File: config.mk
export PLATFORM = sky130hd
export DESIGN_NAME = ssp_tx_fifo
export DESIGN_NICKNAME = d
export VERILOG_FILES = /design/src/rtl/ssp_tx_fifo.sv
export SDC_FILE = /design/constraint.sdc
export NUM_CORES = 1
export LEC_CHECK = 0
export BUFFER_PORTS_ARGS = -buffer_cell sky130_fd_sc_hd__buf_2
export CAP_MARGIN = 20
export CELL_PAD_IN_SITES_DETAIL_PLACEMENT = 0
export CELL_PAD_IN_SITES_GLOBAL_PLACEMENT = 1
export CORE_ASPECT_RATIO = 1.75
export CORE_MARGIN = 2
export CORE_UTILIZATION = 35
export CTS_CLUSTER_DIAMETER = 30
export DETAILED_ROUTE_END_ITERATION = 10
export PLACE_DENSITY = 0.71
export SETUP_SLACK_MARGIN = 0.05
export SYNTH_ARGS = -nofsm -noshare
export SYNTH_HDL_FRONTEND = slang
export SYNTH_SLANG_ARGS = --single-unit
File: constraint.sdc
create_clock -name PCLK -period 4.1 [get_ports PCLK]
set_clock_uncertainty 0.15 [all_clocks]
set_input_delay 0.615 -clock PCLK [delete_from_list [all_inputs] [get_ports PCLK]]
set_output_delay 0.615 -clock PCLK [all_outputs]
set_load 0.005 [all_outputs]
File: src/rtl/ssp_tx_fifo.sv
// ssp_tx_fifo
// Transmit FIFO feeding the SSP serializer. The processor pushes words with
// PSEL & PWRITE; the serializer pops with a one-cycle NEXT_WORD strobe and
// sees the head word on TxData (first-word-fall-through).
//
// Ports:
//   PCLK       system clock, rising edge
//   CLEAR_B    asynchronous active-low reset (clears pointers, count, storage)
//   PSEL       peripheral select
//   PWRITE     write qualifier; push requested when PSEL & PWRITE
//   PWDATA     write data
//   NEXT_WORD  pop strobe from serializer
//   TxData     head-of-queue word, combinational read of mem[rd_ptr]
//   TX_VALID   FIFO not empty
//   SSPTXINTR  FIFO full
//   TX_OVF     sticky dropped-write flag (only with SSP_TXFIFO_OVERFLOW_EN)
//   OVF_CLR    clears TX_OVF
//
// Build option:
//   SSP_TXFIFO_OVERFLOW_EN  when defined, synthesizes the TX_OVF sticky
//                           register; otherwise TX_OVF is 0 and OVF_CLR is
//                           ignored.

module ssp_tx_fifo #(
  parameter int WIDTH     = 8,
  parameter int DEPTH     = 4,
  parameter int ADDR_BITS = 2
) (
  input  logic             PCLK,
  input  logic             CLEAR_B,
  input  logic             PSEL,
  input  logic             PWRITE,
  input  logic [WIDTH-1:0] PWDATA,
  input  logic             NEXT_WORD,
  output logic [WIDTH-1:0] TxData,
  output logic             TX_VALID,
  output logic             SSPTXINTR,
  output logic             TX_OVF,
  input  logic             OVF_CLR
);

  localparam logic [ADDR_BITS:0] FULL_CNT = (ADDR_BITS+1)'(DEPTH);

  logic [WIDTH-1:0]     mem [DEPTH];
  logic [ADDR_BITS-1:0] wr_ptr;
  logic [ADDR_BITS-1:0] rd_ptr;
  logic [ADDR_BITS:0]   count;

  logic push_req;
  logic pop_req;
  logic push_ok;
  logic pop_ok;

  assign push_req = PSEL & PWRITE;
  assign pop_req  = NEXT_WORD;

  // A full FIFO still accepts a push when a pop frees the head slot in the
  // same cycle; the write lands in the slot the pop is vacating.
  assign pop_ok  = pop_req & (count != '0);
  assign push_ok = push_req & ((count != FULL_CNT) | pop_ok);

  always_ff @(posedge PCLK or negedge CLEAR_B) begin
    if (!CLEAR_B) begin
      wr_ptr <= '0;
      rd_ptr <= '0;
      count  <= '0;
      for (int i = 0; i < DEPTH; i++) begin
        mem[i] <= '0;
      end
    end else begin
      if (push_ok) begin
        mem[wr_ptr] <= PWDATA;
        wr_ptr      <= wr_ptr + ADDR_BITS'(1);
      end
      if (pop_ok) begin
        rd_ptr <= rd_ptr + ADDR_BITS'(1);
      end
      case ({push_ok, pop_ok})
        2'b10:   count <= count + (ADDR_BITS+1)'(1);
        2'b01:   count <= count - (ADDR_BITS+1)'(1);
        default: count <= count;
      endcase
    end
  end

  assign TxData    = mem[rd_ptr];
  assign TX_VALID  = (count != '0);
  assign SSPTXINTR = (count == FULL_CNT);

`ifdef SSP_TXFIFO_OVERFLOW_EN
  logic ovf_q;

  // A dropped write in the same cycle as OVF_CLR keeps the flag set.
  always_ff @(posedge PCLK or negedge CLEAR_B) begin
    if (!CLEAR_B) begin
      ovf_q <= 1'b0;
    end else if (push_req & ~push_ok) begin
      ovf_q <= 1'b1;
    end else if (OVF_CLR) begin
      ovf_q <= 1'b0;
    end
  end

  assign TX_OVF = ovf_q;
`else
  logic ovf_clr_unused;

  assign ovf_clr_unused = OVF_CLR;
  assign TX_OVF         = 1'b0;
`endif

endmodule

==> results of run 1 <==
layer usage:
| metal | wire (um) | up-vias | share of wire [%] |
|---|---|---|---|
| met4 | 51 | 0 | 1.4 |
| met2 | 2070 | 23 | 56 |
| met3 | 139 | 4 | 3.8 |
| met1 | 1430 | 601 | 39 |
| met5 | 0 | - | 0 |
| li1 | - | 533 | - |
through the flow:
stage	area, um^2	setup WS (ns)	std cells	hold slack (ns)
global placement	2110	1.78	225	0.333
detailed placement	2110	1.74	225	0.345
global route	2210	1.46	233	0.328
finish	2210	1.56	233	0.286
CTS	2210	1.51	233	0.306
floorplan	1960	1.93	135	0.169
worst reg2reg max path: cells and delay by family (launching register included):
| family | cells | cell delay, ns |
|---|---|---|
| AO/OA/AOI/OAI | 2 | 0.33 |
| flip-flops | 1 | 0.56 |
| AND/OR/NAND/NOR | 3 | 0.61 |
| adder cells (fa/ha/maj) | 1 | 0.38 |
power by group:
part           leakage, nW  total [mW]  switching, mW  internal (mW)
registers            0.469       0.760          0.181          0.578
clock network       0.0505       0.277          0.124          0.153
logic                0.416       0.613          0.211          0.402
total                0.936        1.65          0.516           1.13
cell type report:
cell class	instances	area, um^2
Clock buffer	7	96.3
Clock inverter	1	7.51
Fill cell	545	3280
Inverter	5	18.8
Multi-Input combinational cell	83	911
Sequential cell	39	976
Tap cell	76	95.1
Timing Repair Buffer	22	110
cells in the mapped netlist:
| library cell | count | area share [%] |
|---|---|---|
| a21bo_2 | 1 | 0.51 |
| a21boi_0 | 1 | 0.38 |
| a21o_1 | 1 | 0.38 |
| a21oi_1 | 1 | 0.25 |
| a31oi_1 | 1 | 0.32 |
| and2_1 | 2 | 0.64 |
| and3b_1 | 1 | 0.45 |
| buf_1 | 1 | 0.19 |
| buf_2 | 1 | 0.25 |
| buf_4 | 5 | 1.9 |
| buf_6 | 1 | 0.57 |
| conb_1 | 1 | 0.19 |
| dfrtp_1 | 39 | 50 |
| fa_1 | 1 | 1.0 |
| ha_1 | 4 | 2.5 |
| inv_1 | 5 | 0.96 |
| mux2_2 | 33 | 19 |
| mux4_2 | 8 | 9.2 |
| nand2_1 | 3 | 0.57 |
| nand2_2 | 1 | 0.32 |
| nand3_1 | 1 | 0.25 |
| nand3b_1 | 2 | 0.76 |
| nand4_1 | 2 | 0.64 |
| nor2_1 | 2 | 0.38 |
| nor3b_2 | 4 | 2.5 |
| nor4b_4 | 1 | 1.2 |
| o211ai_1 | 1 | 0.38 |
| o21ai_0 | 1 | 0.25 |
| o221ai_1 | 1 | 0.45 |
| o311ai_0 | 2 | 0.89 |
| o31a_1 | 1 | 0.45 |
| o32a_1 | 1 | 0.51 |
| or3_1 | 2 | 0.64 |
| xnor2_1 | 2 | 0.89 |
| xor2_1 | 1 | 0.45 |
kinds of logic (layout without fill, tap and decap cells):
| family | count (synthesis) | count (layout) | synth area share (%) |
|---|---|---|---|
| flops | 39 | 39 | 49.7 |
| xor+xnor | 3 | 3 | 1.34 |
| compound gates | 12 | 12 | 4.78 |
| mux | 41 | 41 | 28.1 |
| fa+ha+maj | 5 | 5 | 3.57 |
| simple gates | 21 | 21 | 8.41 |
| buf+inv | 13 | 35 | 3.89 |
| other cells | 1 | 1 | 0.191 |
state kept, by name (all words and copies together) (netlist names):
| signal | cells |
|---|---|
| mem | 32 |
| wr_ptr | 2 |
| count | 3 |
| rd_ptr | 2 |
worst min-delay path by stage:
| stage | from | endpoint | slack (ns) | cells after the start |
|---|---|---|---|---|
| after floorplan | CLEAR_B | count[0]$_DFFE_PN0P_ | 0.17 | 0 |
| after global placement | mem[9]$_DFFE_PN0P_ | mem[9]$_DFFE_PN0P_ | 0.33 | 1 |
| after detailed placement | mem[0]$_DFFE_PN0P_ | mem[0]$_DFFE_PN0P_ | 0.35 | 1 |
| after CTS | CLEAR_B | mem[12]$_DFFE_PN0P_ | 0.31 | 1 |
| after global routing | CLEAR_B | mem[12]$_DFFE_PN0P_ | 0.33 | 1 |
| final | CLEAR_B | mem[12]$_DFFE_PN0P_ | 0.29 | 1 |
==> impl_metrics.ini, run 1 <==
[status]
status = finished, final reports clean

[sta]
worst_pin_slew_ns = 0.847
hold_viol_final = 0
period_needed_ns = 2.54
max_freq_ghz = 0.394
rsz0062_at_grt = false
setup_viol = 0
finalCritPeriodShare_pct = 61.9
fin_tns_setup_ns = 0
drv_slew = 0
relSlewSlack_pct = 43.5

[setup_path]
crit_slowest_cell = dfrtp_1
cpPeakStageDelay_ns = 0.76
crit_cells = 2
worstReg2RegStart = count[0]$_DFFE_PN0P_
startpoint_type = flip-flop
r2r_slack_ns = 2.00
worstSetupPathType = reg -> out
r2r_end = count[2]$_DFFE_PN0P_
worstSetupEndpointType = output pin
worst-endpoint-arrival_ns = 1.77
path_buf_inv = 1
critPathTopFamily = flip-flops
required_ns = 3.34
cp-startpoint = rd_ptr[0]$_DFFE_PN0P_
critPathMaxFanout = 10
path_cells = mux4_2, buf_2
cp-endpoint = TxData[6]
rr_worst_depth = 6

[final_layout]
final_cell_mix = dfrtp_1 (39), mux2_2 (33), buf_2 (22)
drive_gt1_share_pct = 49.7
layout_commonest_cell = dfrtp_1
area_growth_pct = 12.8
final_util_pct = 40.3
final_nets = 175
n_antenna_cell = 0

[power]
ir_drop_mv = 0.214
p_per_area_nw_per_um2 = 745
p_leak_nw = 0.936
power_mw = 1.65

[cts]
cts-root-buf = clkbuf_8
cts.sinks = 39
hold_buffers = 0
cts_tree = yes
h-tree-depth = 2
cts.repair.resized = 0
cts.clk_slew.worst_paths_ns = 0.07
cts_buffers = 5
clockBufferDepth = 2
clk_latency_ns = 0.28
cts_setup_buffers = 0

[die]
io_pins = 25
die_h_um = 103
num_rows = 36
core_um2 = 5500
start_util_pct = 35.7
die-area_um2 = 6250
die_x_um = 60.6

[logic_synthesis]
yosys_warnings = 0
avgSynthCellArea_um2 = 14.5
ys_types = 35
ys_seq_elements = 39
seq_area_frac_synth_pct = 49.7
netlist_instances = 135
synth_nets = 154
synth_area_um2 = 1960

[global_route]
grt_busiest_layer = met2
grt_first_pass_wirelength_um = 5980
grt_usage_pct = 13.2
antenna_found_initial = 0
use_met1_pct = 14.3
met2_usage_pct = 23.8
grt-ovfl-total = 0
grt_max_degree = 40
grt_use_met3_pct = 3.64
first_global_vias = 1221

[detailed_routing]
wl_um = 3690
via_per_inst = 4.98
routedWlPerCell_um = 15.9
dr.pass1.iters = 4
drtAntennaViolNets = 0
drc = 0
drt_iter0_drc = 30
vias = 1161

[run]
max_cap_viol_count = 0

[placed_design]
gp_congestion = 0.690
hpwlAfterDp_um = 2670
io_buffers = 22

[min_path]
hold_path.class = in -> async
Note: power is estimated with default switching activity, not from simulation.
==> inputs of run 2 (changes only) <==
--- a/config.mk
+++ b/config.mk
@@ -5,6 +5,7 @@
 export SDC_FILE = /design/constraint.sdc
 export NUM_CORES = 1
 export LEC_CHECK = 0
+export ABC_AREA = 1
 export BUFFER_PORTS_ARGS = -buffer_cell sky130_fd_sc_hd__buf_2
 export CAP_MARGIN = 20
 export CELL_PAD_IN_SITES_DETAIL_PLACEMENT = 0
@@ -14,7 +15,7 @@
 export CORE_UTILIZATION = 35
 export CTS_CLUSTER_DIAMETER = 30
 export DETAILED_ROUTE_END_ITERATION = 10
-export PLACE_DENSITY = 0.71
+export PLACE_DENSITY = 0.76
 export SETUP_SLACK_MARGIN = 0.05
 export SYNTH_ARGS = -nofsm -noshare
 export SYNTH_HDL_FRONTEND = slang
==> constraint.sdc (replaced) <==
create_clock -name PCLK -period 2.5 [get_ports PCLK]
set_clock_uncertainty 0.15 [all_clocks]
set_input_delay 0.375 -clock PCLK [delete_from_list [all_inputs] [get_ports PCLK]]
set_output_delay 0.375 -clock PCLK [all_outputs]
set_load 0.005 [all_outputs]
==> impl_metrics.ini, run 2 <==
[status]
status = finished, final reports clean

[detailed_routing]
drt_iter0_drc = 64
drtAntennaViolNets = 0
vias = 1367
routedWlPerCell_um = 12.7
via_per_inst = 4.80
dr.pass1.iters = 4
drc = 0
wl_um = 3630

[power]
p_leak_nw = 1.08
power_frac_seq_pct = 42.8
power_mw = 2.61
p_switching_mw = 1.01
clkPwrFrac_pct = 15.4
ir_drop_mv = 0.460
intPower_mw = 1.60
combPwrFrac_pct = 41.8
p_sw_share_pct = 38.8
p_per_area_nw_per_um2 = 1240

[die]
core_um2 = 5260
start_util_pct = 36.3
num_rows = 35
die_h_um = 102
die_x_um = 59.8
io_pins = 25
die-area_um2 = 6070

[final_layout]
fin_area_um2 = 2100
multi_input_area_um2 = 769
final_cell_mix = nand2_1 (39), dfrtp_1 (39), o21ai_1 (22), buf_2 (22), nor2_1 (19)
fill_cells = 556
fin_cells = 285
n_antenna_cell = 0
area_growth_pct = 9.98
largest_reg_flops = 32
drive_gt1_share_pct = 22.6
final_nets = 248
regArea_um2 = 976
top_regs = mem x32, count x3
max_flop_register = mem
final_util_pct = 39.9

[cts]
clk_latency_ns = 0.28
h-tree-depth = 2
cts_setup_buffers = 0
cts_tree = yes
cts.sinks = 39
cts_buffers = 5
clockBufferDepth = 2
hold_buffers = 0
cts-root-buf = clkbuf_8
cts.clk_slew.worst_paths_ns = 0.07
cts.repair.resized = 0

[sta]
max_freq_ghz = 0.487
setup_ws_ns = 0.447
fin_worst_hold_slack_ns = 0.0544
rsz0062_at_grt = false
finalCritPeriodShare_pct = 82.1
relSlewSlack_pct = 42.0
fin_tns_setup_ns = 0
worst_pin_slew_ns = 0.870
drv_slew = 0
setup_viol = 0
period_needed_ns = 2.05
hold_viol_final = 0

[logic_synthesis]
synth_nets = 227
ys_types = 24
netlist_instances = 208
synth_top_area_cell = dfrtp_1
ys_async_sr_fraction_pct = 100
seq_area_frac_synth_pct = 51.2
synth-edff-count = 0
ys_top_cells_by_count = dfrtp_1 (39), nand2_1 (39), o21ai_1 (22)
avgSynthCellArea_um2 = 9.16
yosys_warnings = 0
ys_seq_elements = 39
synth_area_um2 = 1910
synthFlopType = dfrtp_1
synth_area_leaders = dfrtp_1 (51%), nand2_1 (7.7%), o21ai_1 (5.8%)
synth.top_cell.area_share_pct = 51.2

[global_route]
grt_max_degree = 40
grt_usage_pct = 14.0
grt_first_pass_wirelength_um = 6360
antenna_found_initial = 0
first_global_vias = 1364
grt-ovfl-total = 0

[setup_path]
startpoint_type = flip-flop
required_ns = 1.98
worstSetupEndpointType = output pin
worstSetupPathType = reg -> out
critPathMaxFanout = 17
worst-endpoint-arrival_ns = 1.53
r2r_slack_ns = 0.84

[placed_design]
dp_cells = 277
place_area_um2 = 2010
hpwlAfterDp_um = 2500
io_buffers = 22
pre_cts_slack_ns = 0.747
gp_congestion = 0.667

[run]
max_cap_viol_count = 0

[min_path]
hold_path.class = in -> async
[run 2: changes by cell type after synthesis, sizes merged, moves of 4 or more]
cell / delta
nand2: +45
mux4: -8
o21ai: +48
mux2: -33
o22ai: +8
nor2: +18
nor3b: -4
inv: +15
[run 2: cell type report]
| cell class | count | share of cell area [%] |
|---|---|---|
| inverter | 20 | 3.94 |
| multi-input combinational | 140 | 36.7 |
| timing repair buffer | 23 | 5.61 |
| clock buffer | 7 | 3.64 |
| tap | 55 | 3.28 |
| clock inverter | 1 | 0.239 |
| sequential | 39 | 46.6 |
[run 2: power groups by stage]
stage | registers (mW) | logic [mW] | clock network (mW)
final | 1.12 | 1.09 | 0.400
after global routing | 1.16 | 1.27 | 0.446
after CTS | 1.12 | 1.12 | 0.414
after detailed placement | 1.13 | 1.11 | 0
after global placement | 1.12 | 1.09 | 0
after floorplan | 1.07 | 0.854 | 0
[run 2: path summary, 6_finish.rpt]
path / depth (start not counted) / to / start
min in group PCLK: 3 / rd_ptr[0]$_DFFE_PN0P_ / NEXT_WORD
min: 1 / mem[25]$_DFFE_PN0P_ / CLEAR_B
max: 4 / TxData[2] / rd_ptr[0]$_DFFE_PN0P_
max in group asynchronous: 1 / wr_ptr[0]$_DFFE_PN0P_ / CLEAR_B
min reg2reg: 2 / mem[8]$_DFFE_PN0P_ / mem[8]$_DFFE_PN0P_
max reg2reg: 10 / count[2]$_DFFE_PN0P_ / count[0]$_DFFE_PN0P_
[run 2: cell families after synthesis]
group	synth area share, %
other	0.197
buffers and inverters	8.40
AND/OR/NAND/NOR	17.1
XOR/XNOR	1.38
AO/OA/AOI/OAI	18.0
adder cells (fa/ha/maj)	3.68
flip-flops	51.2
[run 2: metal layers]
metal  track usage (%)  vias up  part of all wire, %
met4              6.15        0                  2.0
met5                 0        -                    0
met1              17.7      627                   45
met3              2.68        5                  3.0
met2              22.7       20                   50
li1                  -      715                    -
[run 2: worst max-delay path: stages (launching register included)]
cell and delay [ns]:
dfrtp_1 0.38, inv_1 0.39, o21ai_0 0.17, o22ai_1 0.16
buf_2 0.14
==> inputs of run 3 (changes only) <==
--- a/config.mk
+++ b/config.mk
@@ -15,7 +15,7 @@
 export CORE_UTILIZATION = 35
 export CTS_CLUSTER_DIAMETER = 30
 export DETAILED_ROUTE_END_ITERATION = 10
-export PLACE_DENSITY = 0.76
+export PLACE_DENSITY = 0.78
 export SETUP_SLACK_MARGIN = 0.05
 export SYNTH_ARGS = -nofsm -noshare
 export SYNTH_HDL_FRONTEND = slang
==> constraint.sdc (replaced) <==
create_clock -name PCLK -period 1.7 [get_ports PCLK]
set_clock_uncertainty 0.15 [all_clocks]
set_input_delay 0.255 -clock PCLK [delete_from_list [all_inputs] [get_ports PCLK]]
set_output_delay 0.255 -clock PCLK [all_outputs]
set_load 0.005 [all_outputs]
==> impl_metrics.ini, run 3 (synthesized netlist as in run 2, its figures left out) <==
[sta]
setup_viol = 2
max_freq_ghz = 0.586
fin_tns_setup_ns = -0.0143
rsz0062_at_grt = true
fin_worst_hold_slack_ns = 0.118
period_needed_ns = 1.71
drv_slew = 0
hold_viol_final = 0
finalCritPeriodShare_pct = 100
setup_ws_ns = -0.00776

[detailed_routing]
drt_iter0_drc = 24
routedWlPerCell_um = 12.7
dr.pass1.iters = 4
wl_um = 3780
vias = 1491
drtAntennaViolNets = 0
drc = 0
via_per_inst = 5.00

[placed_design]
gp_congestion = 0.704
hpwlAfterDp_um = 2690
dp_cells = 283
io_buffers = 22
place_area_um2 = 2070

[global_route]
grt_max_degree = 21
grt_first_pass_wirelength_um = 6540
grt_usage_pct = 14.4
grt-ovfl-total = 0
antenna_found_initial = 0
first_global_vias = 1438

[final_layout]
fill_cells = 533
multi_input_area_um2 = 845
final_nets = 262
final_cell_mix = nand2_1 (39), dfrtp_1 (38), o21ai_1 (27)
top_regs = mem x32, count x3
drive_gt1_share_pct = 32.5
regArea_um2 = 977
layout_commonest_cell = nand2_1
largest_reg_flops = 32
max_flop_register = mem
area_growth_pct = 21.2
n_antenna_cell = 0
fin_cells = 298
fin_area_um2 = 2310

[setup_path]
required_ns = 1.29
crit_slowest_cell = dfrtp_1
path_buf_inv = 3
worstSetupPathType = reg -> out
cpPeakStageDelay_ns = 0.41
path_cells = inv_2, buf_6, nor2_2, o22ai_1, buf_2
critPathTopFamily = buffers and inverters
worst-endpoint-arrival_ns = 1.30
worstSetupEndpointType = output pin
critPathMaxFanout = 6
startpoint_type = flip-flop

[power]
p_leak_nw = 1.14
p_per_area_nw_per_um2 = 1870
power_mw = 4.31
ir_drop_mv = 0.841

[cts]
cts.sinks = 39
clk_latency_ns = 0.28
cts_tree = yes
cts-root-buf = clkbuf_8
h-tree-depth = 2
clockBufferDepth = 2
cts_buffers = 5
cts.clk_slew.worst_paths_ns = 0.06

[die]
io_pins = 25
die-area_um2 = 6070
start_util_pct = 36.3
die_h_um = 102
num_rows = 35
die_x_um = 59.8
core_um2 = 5260

[status]
violations = negative setup slack
status = finished, violations left

[run]
max_cap_viol_count = 0

[min_path]
hold_path.class = in -> reg
-- run 3: metal layers --
| layer | global-route usage (%) | part of all wire (%) |
|---|---|---|
| met5 | 0 | 0 |
| met4 | 5.98 | 1.9 |
| met2 | 25.0 | 56 |
| met1 | 16.6 | 38 |
| met3 | 3.07 | 4.1 |
-- run 3: timing repair --
item / CTS / global route
pin swaps: 4 / 1
setup endpoints to repair: 8 / 17
buffers inserted: 6 / 1
endpoints found under the hold margin: 19 / 0
resized for setup: 11 / 16
hold buffers: 1 / 0
-- run 3: metrics by stage --
stage / setup WS (ns) / utilization, %
global placement: 0.0732 / 39.4
floorplan: 0.154 / -
finish: -0.00776 / 44.0
global route: -0.103 / 44.0
CTS: -0.0132 / 42.5
detailed placement: 0.0710 / 39.4
-- run 3: path summary, 6_finish.rpt --
| check | slack (ns) | from | endpoint | cells after the start |
|---|---|---|---|---|
| min | 0.12 | NEXT_WORD | rd_ptr[0]$_DFFE_PN0P_ | 3 |
| max | -0.008 | rd_ptr[0]$_DFFE_PN0P_ | TxData[5] | 5 |
| max reg2reg | 0.16 | count[2]$_DFFE_PN0P_ | count[2]$_DFFE_PN0P_ | 10 |
| min reg2reg | 0.33 | mem[0]$_DFFE_PN0P_ | mem[0]$_DFFE_PN0P_ | 2 |
| max in group asynchronous | 0.61 | CLEAR_B | rd_ptr[1]$_DFFE_PN0P_ | 3 |
| min in group asynchronous | 0.30 | CLEAR_B | mem[26]$_DFFE_PN0P_ | 2 |
-- run 3: cell type report --
| cell class | count | area share, % |
|---|---|---|
| well taps | 55 | 2.98 |
| clock inverters | 1 | 0.217 |
| flip-flops and latches | 39 | 42.3 |
| inverters | 20 | 3.58 |
| repair buffers | 37 | 10.8 |
| multi-input cells | 140 | 36.6 |
| clock buffers | 6 | 3.58 |
-- run 3: power by group --
group / internal (mW) / switching, mW
combinational: 0.969 / 1.09
clock: 0.318 / 0.293
sequential: 1.38 / 0.266
-- run 3: worst min-delay path, stage by stage --
cell and delay [ns]:
buf_2 0.12, a21oi_1 0.07, nor2_1 0.07
